File: config.mk
export PLATFORM = sky130hd
export DESIGN_NAME = ndn_fib_lookup
export DESIGN_NICKNAME = d
export VERILOG_FILES = /design/src/rtl/ndn_fib_lookup.sv
export SDC_FILE = /design/constraint.sdc
export NUM_CORES = 1
export LEC_CHECK = 0
export ABC_CLOCK_PERIOD_IN_PS = 10500
export CAP_MARGIN = 0
export CORE_ASPECT_RATIO = 1.4
export CORE_MARGIN = 10
export CORE_UTILIZATION = 40
export DETAILED_ROUTE_END_ITERATION = 16
export GPL_ROUTABILITY_DRIVEN = 0
export PLACE_DENSITY = 0.7
export SLEW_MARGIN = 20
export SYNTH_ARGS = -nofsm -noshare
export SYNTH_HDL_FRONTEND = slang
export SYNTH_SLANG_ARGS = --single-unit
File: constraint.sdc
create_clock -name clk -period 10.5 [get_ports clk]
set_input_delay 3.15 -clock clk [delete_from_list [all_inputs] [get_ports clk]]
set_output_delay 3.15 -clock clk [all_outputs]
set_load 0.02 [all_outputs]
File: src/rtl/ndn_fib_lookup.sv
// Pipelined NDN FIB exact-name lookup: name hash, then one BST level per stage over a
// heap-organised tree held in per-level registers.
module ndn_fib_lookup #(
    parameter int unsigned WORD_SIZE       = 32,
    parameter int unsigned POINTER_SIZE    = 16,
    parameter int unsigned MAX_NAME_LENGTH = 8,
    parameter int unsigned TREE_HEIGHT     = 4
) (
    input  logic                    clk,
    input  logic                    rst,
    input  logic                    in_valid,
    input  logic [WORD_SIZE-1:0]    next_name_in [MAX_NAME_LENGTH],
    input  logic                    cfg_we,
    input  logic [TREE_HEIGHT-1:0]  cfg_addr,
    input  logic [WORD_SIZE-1:0]    cfg_key,
    input  logic [POINTER_SIZE-1:0] cfg_ptr,
    input  logic                    cfg_node_valid,
    output logic                    out_valid,
    output logic                    out_hit,
    output logic [POINTER_SIZE-1:0] out_ptr
);

    logic [WORD_SIZE-1:0] name_hash;

    always_comb begin
        name_hash = '0;
        for (int k = 0; k < int'(MAX_NAME_LENGTH); k++) begin
            name_hash = {name_hash[WORD_SIZE-6:0], name_hash[WORD_SIZE-1:WORD_SIZE-5]}
                        ^ next_name_in[k];
        end
    end

    // p_*[s] is the lookup state entering level s; n_*[s] is the state leaving it.
    logic                    p_valid [TREE_HEIGHT];
    logic [WORD_SIZE-1:0]    p_hash  [TREE_HEIGHT];
    logic [TREE_HEIGHT-1:0]  p_idx   [TREE_HEIGHT];
    logic                    p_done  [TREE_HEIGHT];
    logic                    p_hit   [TREE_HEIGHT];
    logic [POINTER_SIZE-1:0] p_ptr   [TREE_HEIGHT];

    logic                    n_valid [TREE_HEIGHT];
    logic [WORD_SIZE-1:0]    n_hash  [TREE_HEIGHT];
    logic [TREE_HEIGHT-1:0]  n_idx   [TREE_HEIGHT];
    logic                    n_done  [TREE_HEIGHT];
    logic                    n_hit   [TREE_HEIGHT];
    logic [POINTER_SIZE-1:0] n_ptr   [TREE_HEIGHT];

    logic                    lvl_vld [TREE_HEIGHT];
    logic [WORD_SIZE-1:0]    lvl_key [TREE_HEIGHT];
    logic [POINTER_SIZE-1:0] lvl_ptr [TREE_HEIGHT];

    for (genvar s = 0; s < int'(TREE_HEIGHT); s++) begin : g_level
        if (s == 0) begin : g_root
            logic                    vld_q;
            logic [WORD_SIZE-1:0]    key_q;
            logic [POINTER_SIZE-1:0] ptr_q;
            logic                    wr_sel;

            assign wr_sel = cfg_we && (cfg_addr == TREE_HEIGHT'(1));

            always_ff @(posedge clk or posedge rst) begin
                if (rst) begin
                    vld_q <= 1'b0;
                end else if (wr_sel) begin
                    vld_q <= cfg_node_valid;
                end
            end

            always_ff @(posedge clk) begin
                if (wr_sel) begin
                    key_q <= cfg_key;
                    ptr_q <= cfg_ptr;
                end
            end

            assign lvl_vld[s] = vld_q;
            assign lvl_key[s] = key_q;
            assign lvl_ptr[s] = ptr_q;
        end else begin : g_inner
            logic [2**s-1:0]         vld_q;
            logic [WORD_SIZE-1:0]    key_q [2**s];
            logic [POINTER_SIZE-1:0] ptr_q [2**s];
            logic                    wr_sel;
            logic [s-1:0]            wr_off;
            logic [s-1:0]            rd_off;

            // Level s nodes have bit s as their leading one; the low bits pick the slot.
            assign wr_sel = cfg_we && ((cfg_addr >> s) == TREE_HEIGHT'(1));
            assign wr_off = cfg_addr[s-1:0];
            assign rd_off = p_idx[s][s-1:0];

            always_ff @(posedge clk or posedge rst) begin
                if (rst) begin
                    vld_q <= '0;
                end else if (wr_sel) begin
                    vld_q[wr_off] <= cfg_node_valid;
                end
            end

            always_ff @(posedge clk) begin
                if (wr_sel) begin
                    key_q[wr_off] <= cfg_key;
                    ptr_q[wr_off] <= cfg_ptr;
                end
            end

            assign lvl_vld[s] = vld_q[rd_off];
            assign lvl_key[s] = key_q[rd_off];
            assign lvl_ptr[s] = ptr_q[rd_off];
        end
    end

    always_comb begin
        for (int s = 0; s < int'(TREE_HEIGHT); s++) begin
            n_valid[s] = p_valid[s];
            n_hash[s]  = p_hash[s];
            n_idx[s]   = p_idx[s];
            n_done[s]  = p_done[s];
            n_hit[s]   = p_hit[s];
            n_ptr[s]   = p_ptr[s];
            if (!p_done[s]) begin
                if (!lvl_vld[s]) begin
                    n_done[s] = 1'b1;
                end else if (lvl_key[s] == p_hash[s]) begin
                    n_done[s] = 1'b1;
                    n_hit[s]  = 1'b1;
                    n_ptr[s]  = lvl_ptr[s];
                end else if (p_hash[s] < lvl_key[s]) begin
                    n_idx[s] = p_idx[s] << 1;
                end else begin
                    n_idx[s] = (p_idx[s] << 1) | TREE_HEIGHT'(1);
                end
            end
        end
    end

    // Only valid/hit/ptr matter after the last level; an unfinished lookup has hit=0, ptr=0.
    logic unused_final;
    assign unused_final = ^{n_hash[TREE_HEIGHT-1], n_idx[TREE_HEIGHT-1], n_done[TREE_HEIGHT-1]};

    always_ff @(posedge clk or posedge rst) begin
        if (rst) begin
            for (int s = 0; s < int'(TREE_HEIGHT); s++) begin
                p_valid[s] <= 1'b0;
                p_hash[s]  <= '0;
                p_idx[s]   <= '0;
                p_done[s]  <= 1'b0;
                p_hit[s]   <= 1'b0;
                p_ptr[s]   <= '0;
            end
            out_valid <= 1'b0;
            out_hit   <= 1'b0;
            out_ptr   <= '0;
        end else begin
            p_valid[0] <= in_valid;
            p_hash[0]  <= name_hash;
            p_idx[0]   <= TREE_HEIGHT'(1);
            p_done[0]  <= 1'b0;
            p_hit[0]   <= 1'b0;
            p_ptr[0]   <= '0;
            for (int s = 1; s < int'(TREE_HEIGHT); s++) begin
                p_valid[s] <= n_valid[s-1];
                p_hash[s]  <= n_hash[s-1];
                p_idx[s]   <= n_idx[s-1];
                p_done[s]  <= n_done[s-1];
                p_hit[s]   <= n_hit[s-1];
                p_ptr[s]   <= n_ptr[s-1];
            end
            out_valid <= n_valid[TREE_HEIGHT-1];
            out_hit   <= n_valid[TREE_HEIGHT-1] && n_hit[TREE_HEIGHT-1];
            out_ptr   <= (n_valid[TREE_HEIGHT-1] && n_hit[TREE_HEIGHT-1]) ?
                         n_ptr[TREE_HEIGHT-1] : '0;
        end
    end

endmodule

After elaboration in Yosys (flattened, before gate mapping). Memory sizes are Yosys's and may differ from the RTL's. Index checks and enable logic that the tools add are counted.

Magnitude comparators: 12. Equal/unequal tests: 7. Muxes and demuxes: 62. Bitwise gates (word level): 7. Reductions and logical operators: 8.

Operators by type and width (number): 32-bit bitwise XOR (7); 16-bit two-way mux (12); 32-bit == test (4); 32-bit < comparator (3); 1-bit two-way mux (34); 3-bit two-way mux (6); 8-bit bitwise mux (1); 1-bit logical AND (8); 3-bit by 4-bit < comparator with 1-bit output (second input constant) (2); 2-bit by 3-bit < comparator with 1-bit output (second input constant) (2); 4-bit bitwise mux (1); 4-bit by 1-bit == test with 1-bit output (second input constant) (1); 1-bit by 2-bit < comparator with 1-bit output (second input constant) (2); 2-bit two-way mux (2); 1-bit binary-select mux with 3-bit select (1); 1-bit demux with 3-bit select (1); 3-bit by 1-bit == test with 1-bit output (second input constant) (1); 3-bit by 1-bit greater-or-equal comparator with 1-bit output (second input constant) (1); 1-bit binary-select mux with 2-bit select (1); 2-bit bitwise mux (1); 1-bit demux with 2-bit select (1); 2-bit by 1-bit == test with 1-bit output (second input constant) (1); 2-bit by 1-bit greater-or-equal comparator with 1-bit output (second input constant) (1); 1-bit demux with 1-bit select (1); 1-bit greater-or-equal comparator (second input constant) (1).

Bits in registers: 276. RAM bits: 672. Input port bits: 313. Logic and storage cells: 132. Memories kept: 6.

Memories: g_level[3].g_inner.key_q (words 8, bits a word 32, read ports 1, clocked after memory_dff 0, wr ports 1, line 81) `logic [WORD_SIZE-1:0] key_q [2**s];`; g_level[2].g_inner.key_q (words 4, bits a word 32, read ports 1, clocked after memory_dff 0, wr ports 1, line 81); g_level[3].g_inner.ptr_q (words 8, bits a word 16, read ports 1, clocked after memory_dff 0, wr ports 1, line 82) `logic [POINTER_SIZE-1:0] ptr_q [2**s];`; g_level[1].g_inner.key_q (words 2, bits a word 32, read ports 1, clocked after memory_dff 0, wr ports 1, line 81); g_level[2].g_inner.ptr_q (words 4, bits a word 16, read ports 1, clocked after memory_dff 0, wr ports 1, line 82); g_level[1].g_inner.ptr_q (words 2, bits a word 16, read ports 1, clocked after memory_dff 0, wr ports 1, line 82).

Depth between registers and ports, before layout. Gate-level depths: netlist (run 1).

Depth in word-level cells: 7. Depth in mapped cells: 14. Mapped depth without buffers: 11.

Worst setup path after synthesis (run 1). Ideal clock, no wire load.

Path type: input-to-reg. Start point: in cfg_addr[0]. End point: reg g_level[3].g_inner.vld_q[0]. Library setup time: 0.081 ns. Arrival time: 7.297 ns. Data required time: 10.419 ns. Path slack: 3.122 ns. Cell stages on the path: 3. Buffers on the path: 0. Cells stage by stage: nand3b_1 > nor3_1 > mux2_2.

Longest elaborated chain between the ends: 5.

RTL lines: start: declaration (line 14) `input logic [TREE_HEIGHT-1:0] cfg_addr,`; 3-bit by 4-bit < comparator with 1-bit output (implied by the code) / 3-bit by 1-bit greater-or-equal comparator with 1-bit output (equally long branches) (line 96) `vld_q[wr_off] <= cfg_node_valid;`; 1-bit logical AND (implied by the code) (line 96); 1-bit two-way mux (implied by the code) (line 96); 1-bit demux with 3-bit select (*) (line 96); 8-bit bitwise mux (*) (line 96); end signal: indexed assignment (line 96); end: declaration (line 80) `logic [2**s-1:0] vld_q;`.

Every way passes the cells marked *; elsewhere a longest branch is shown, timed or not. A chain may end at the register's enable or synchronous reset.

Worst setup path in the final report (run 1).
Start point: in cfg_we. End point: reg g_level[2].g_inner.vld_q[2].

Longest elaborated chain between the ends: 1.

RTL lines: start: declaration (line 13) `input logic cfg_we,`; 1-bit logical AND (line 88) `assign wr_sel = cfg_we && ((cfg_addr >> s) == TREE_HEIGHT'(1));`; end signal: indexed assignment (line 96); end: declaration (line 80).

Every way passes these cells.

==> results.cfg, run 1 <==
[clock_tree]
cts_max_path_buffers = 3
postCtsHoldBufs = 0
clkSinkCount = 948
cts_resized = 0
cts.clk_slew.worst_paths_ns = 0.06
cts_setup_buffers = 0
htree_levels = 3
cts_buffers = 87
root_buffer = clkbuf_16
clk_latency_ns = 0.65
cts_tree = yes

[die]
die_h_um = 384.4
row_count = 133
dieArea_um2 = 107700
initial_core_util_pct = 40.35
coreArea_um2 = 94020
pin_count = 331
die_w_um = 280.3

[sta]
period_needed_ns = 4.902
max-slew-margin-rel_pct = 28.56
rsz0062_at_grt = no
tightestPinTransition_ns = 1.062
slew_violations = 0
fin_hold_ws_ns = 0.3504
fin_skew_ns = 0.02350
min_period_over_period_pct = 46.69
fin_ws_ns = 5.598
setup_violations = 0
finalHoldViolations = 0
fin_tns_setup_ns = 0
max_freq_mhz = 204.0

[synth]
synth_edf_count = 720
yosysSeqAreaShare_pct = 72.03
synth.cell_area_um2 = 37940
yosysWarnings = 0
netlist-cell-type-count = 54
ys.flop_type = edfxtp_1
synth.avg_cell_area_um2 = 18.61
synth.net_count = 2448
netlist_instances = 2039
synthArstFlopShare_pct = 24.05
synth-seq-cells = 948

[grt]
grtUsageTotal_pct = 15.72
antenna_found_initial = 0
first_global_vias = 21310
grt_max_degree = 100
gr-total-overflow = 0
grt_pass1_wl_mm = 128.6

[finish]
drive_above_1_share_pct = 14.69
antenna_cells = 0
seq_area_um2 = 27340
area_growth_syn_to_layout_pct = 20.60
fin_util_pct = 48.66
fillCellCount = 7558
layout_common_cells = edfxtp_1 (720), clkdlybuf4s50_1 (330), xnor2_1 (223), dfrtp_1 (222), mux4_2 (134)
multi_input_area_um2 = 10090
final_nets = 2828
final_common_cell = edfxtp_1

[status]
status = complete, no violations

[critical_path]
path_max_fanout = 49
startpoint_type = input pin
cp.required_ns = 11.03
crit_path_end_kind = flop
critPathKind = in2reg
r2r_slack_ns = 5.84
worstPathCellList = clkdlybuf4s50_1 > or3b_2 > nor2_4 > buf_4 > mux2_2
cp.arrival_ns = 5.43
cpPeakStageDelay_ns = 0.62
cp_slowest_cell = buf_4

[power_and_ir_drop]
swShare_pct = 25.95
comb_power_share_pct = 20.1
power_density_nw_per_um2 = 217.4
p_switching_mw = 2.582
cellLeakagePower_nw = 16.06
intPower_mw = 7.365
clock_power_share_pct = 33.1
p_seq_share_pct = 46.7
ir_worst_vdd_uv = 124.1

[detailed_routing]
detail_route.vias_per_cell = 5.170
wl_per_cell_um = 22.64
vias = 19160
drtIter0Drc = 1243
ant_nets = 0
wirelength_mm = 83.92
drcViolationCount = 0
dr.pass1.iters = 7

[placed_design]
pre_cts_ws_ns = 4.918
io_buffer_count = 330
dp_hpwl_mm = 54.39

[min_path]
hold_path_class = reg2reg

[flow_run]
maxCapViolCount = 0
[worst max-delay path: cells and delay by family]
kind                   cells  cell delay, ns
AND/OR/NAND/NOR            2            0.68
buffers and inverters      2            1.14
multiplexers               1            0.41
[final timing paths]
kind | from | to | cells past startpoint
min in group asynchronous | rst | p_ptr[42]$_DFF_PP0_ | 2
hold / removal | n_valid[1]$_DFF_PP0_ | n_valid[0]$_DFF_PP0_ | 0
max in group asynchronous | rst | g_level[3].g_inner.rd_off[1]$_DFF_PP0_ | 3
setup / recovery | cfg_we | g_level[2].g_inner.vld_q[2]$_DFFE_PP0P_ | 5
hold reg to reg | n_valid[1]$_DFF_PP0_ | n_valid[0]$_DFF_PP0_ | 0
setup reg to reg | g_level[2].g_inner.rd_off[0]$_DFF_PP0_ | p_ptr[4]$_DFF_PP0_ | 9
[flip-flops by register name (all words and copies together) (netlist names), 4 cells and up]
register / cells
g_level.g_inner.vld_q: 14
g_level.g_root.key_q: 32
g_level.g_inner.key_q: 448
n_hash: 128
g_level.g_inner.ptr_q: 224
g_level.g_root.ptr_q: 16
g_level.g_inner.rd_off: 6
p_ptr: 48
out_ptr: 16
n_valid: 4
[logic make-up after synthesis]
| group | synth area share (%) |
|---|---|
| AOI/OAI and AO/OA | 2.562 |
| xor gates and xnor gates | 5.910 |
| adders and majority gates | 3.166 |
| buffers and inverters | 1.679 |
| DFF | 72.03 |
| muxes | 12.11 |
| other | 0.009884 |
| and+or+nand+nor | 2.536 |
[stage by stage]
step / instances / instance area, um2 / total power [mW]
4_1_cts: 3707 / 45750 / 10.07
3_3_place_gp: 3545 / 42740 / 6.706
2_1_floorplan: 2039 / 37940 / 6.090
3_5_place_dp: 3545 / 42740 / 6.774
5_1_grt: 3707 / 45750 / 10.41
6_report: 3707 / 45750 / 9.947
[area by class of cell]
class	instances	share of cell area [%]
repair buffers	356	7.646
flip-flops and latches	948	59.76
clock inverters	46	1.348
well taps	1215	3.323
multi-input cells	953	22.06
inverters	73	0.6153
clock buffers	116	5.242
[synth_stat cells (13+ instances only)]
master,n,share of area [%]
mux4_2,134,8.0
nand2_1,19,0.19
nor2_1,45,0.45
o311ai_0,16,0.37
edfxtp_1,720,57
ha_1,96,3.2
a21o_1,24,0.47
nand4_1,23,0.38
a21oi_1,36,0.47
dfrtp_1,228,15
clkbuf_1,29,0.29
inv_1,73,0.72
and2_1,19,0.31
mux2_2,40,1.2
xor2_1,33,0.76
xnor2_1,223,5.1
o21ai_0,15,0.20
a21boi_1,13,0.26
mux2i_1,102,2.7
or4_1,16,0.32
[power groups by stage]
stage	Clock, mW	Combinational, mW	Sequential, mW
floorplan	0	1.59	4.50
global route	3.50	2.21	4.69
detailed placement	0	2.04	4.74
finish	3.29	2.00	4.65
CTS	3.36	2.05	4.66
global placement	0	1.98	4.72
[routing by layer]
metal	part of all wire, %	GRT usage, %	up-vias
met4	2.3	5.233	0
li1	-	-	8578
met3	6.2	3.171	122
met5	0	0	-
met2	54	29.09	645
met1	37	17.79	9819
(Power assumes the default switching activity.)
==> run 2: changes to the inputs <==
Settings changed: ABC_CLOCK_PERIOD_IN_PS 10500 to 4770.
Clock period 10.5 ns to 4.77 ns, I/O delays scaled along.
==> results.cfg, run 2 (synthesis gave the netlist of run 1 again) <==
[status]
status = complete, no violations

[critical_path]
crit_family = compound AO/OA/AOI/OAI gates
critPathKind = reg2reg
r2r_start = g_level[3].g_inner.rd_off[1]$_DFF_PP0_
path_max_fanout = 44
cp-startpoint = g_level[3].g_inner.rd_off[1]$_DFF_PP0_
cp.required_ns = 5.24
r2r_end = out_ptr[4]$_DFF_PP0_
reg2reg_depth = 7
r2r_slack_ns = 0.77
startpoint_type = flop
crit_path_end_kind = flop
cp_num_buf_inv = 1
cp.arrival_ns = 4.47
cp_slowest_cell = dfrtp_4
endpoint = out_ptr[4]$_DFF_PP0_
path_depth = 7
worstPathCellList = buf_12 > mux4_2 > mux2i_1 > xnor2_1 > or4_4 > o311ai_0 > a21boi_1
cpPeakStageDelay_ns = 0.79

[clock_tree]
postCtsHoldBufs = 0
cts_resized = 0
clk_latency_ns = 0.65
cts_tree = yes
clkSinkCount = 948
cts_buffers = 90
cts.clk_slew.worst_paths_ns = 0.06
cts_max_path_buffers = 3
cts_setup_buffers = 0
htree_levels = 3
root_buffer = clkbuf_16

[flow_run]
maxCapViolCount = 0

[detailed_routing]
dr.pass1.iters = 5
detail_route.vias_per_cell = 5.221
drcViolationCount = 0
wirelength_mm = 88.57
vias = 19530
ant_nets = 0
wl_per_cell_um = 23.68
drtIter0Drc = 1443

[min_path]
hold_path_class = reg2reg
holdPathStages = 0

[finish]
regMostFlops = g_level.g_inner.key_q
largest_reg_flops = 448
final_nets = 2856
instances_no_fill = 3741
final_common_cell = edfxtp_1
area_growth_syn_to_layout_pct = 22.26
layout_common_cells = edfxtp_1 (720), clkdlybuf4s50_1 (330), xnor2_1 (223), dfrtp_1 (222), mux4_2 (134)
drive_above_1_share_pct = 15.89

[die]
initial_core_util_pct = 40.35
pin_count = 331
dieArea_um2 = 107700
row_count = 133
die_w_um = 280.3
die_h_um = 384.4
coreArea_um2 = 94020

[sta]
setup_violations = 0
tightestPinTransition_ns = 0.9541
min_period_over_period_pct = 83.84
fin_tns_setup_ns = 0
max-slew-margin-rel_pct = 36.39
finalHoldViolations = 0
fin_skew_ns = 0.03052
rsz0062_at_grt = no
max_freq_mhz = 250.0
fin_hold_ws_ns = 0.3511
slew_violations = 0
period_needed_ns = 3.999

[power_and_ir_drop]
ir_worst_vdd_uv = 245.6
cellLeakagePower_nw = 16.34
power_density_nw_per_um2 = 479.8
fin_total_pwr_mw = 22.26

[grt]
first_global_vias = 21600
grtUsageTotal_pct = 16.47
antenna_found_initial = 2
gr-total-overflow = 0
grt_pass1_wl_mm = 133.1
grt_max_degree = 82

[placed_design]
io_buffer_count = 330
dp_hpwl_mm = 60.90
place_inst = 3570
run 2: changes by cell type in the layout (fill, tap and decap cells not counted), sizes merged:
cell / delta
clkinv: +9
clkbuf: +7
clkinvlp: -1
diode: +2
buf: +25
bufinv: -2
inv: -6
run 2: worst min path at each step:
stage                              start                   end  slack (ns)
finish              n_valid[1]$_DFF_PP0_  n_valid[0]$_DFF_PP0_        0.35
global route        n_valid[1]$_DFF_PP0_  n_valid[0]$_DFF_PP0_        0.37
CTS                 n_valid[1]$_DFF_PP0_  n_valid[0]$_DFF_PP0_        0.35
detailed placement  n_valid[1]$_DFF_PP0_  n_valid[0]$_DFF_PP0_        0.34
global placement    n_valid[3]$_DFF_PP0_  n_valid[2]$_DFF_PP0_        0.34
floorplan           n_valid[1]$_DFF_PP0_  n_valid[0]$_DFF_PP0_        0.33
run 2: power by group:
group | switching [mW] | internal, mW
combinational | 2.06 | 2.42
sequential | 0.761 | 9.54
clock | 3.02 | 4.46
total | 5.84 | 16.4
run 2: cell type report:
class                           count  area (um2)
Fill cell                        7436       47640
Sequential cell                   948       27340
Multi-Input combinational cell    953       10110
Timing Repair Buffer              381        3961
Clock buffer                      123        2581
Tap cell                         1215        1520
Clock inverter                     46       589.3
Inverter                           73       277.8
Antenna cell                        2       5.005
run 2: per-stage QoR:
stage / util (%) / area (um2) / setup slack, ns
after floorplan: - / 37960 / 0.1877
after global placement: 45.96 / 43210 / 0.8527
after detailed placement: 45.96 / 43210 / 0.6966
after CTS: 49.33 / 46380 / 0.6615
after global routing: 49.33 / 46380 / 0.5414
final: 49.34 / 46390 / 0.7708
run 2: layer usage:
metal,global-route usage (%),wire length [um],vias to the layer above
li1,-,-,8638
met4,7.028,3487,0
met1,18.90,32490,9972
met2,29.43,46670,750
met5,0,0,-
met3,3.414,5916,171
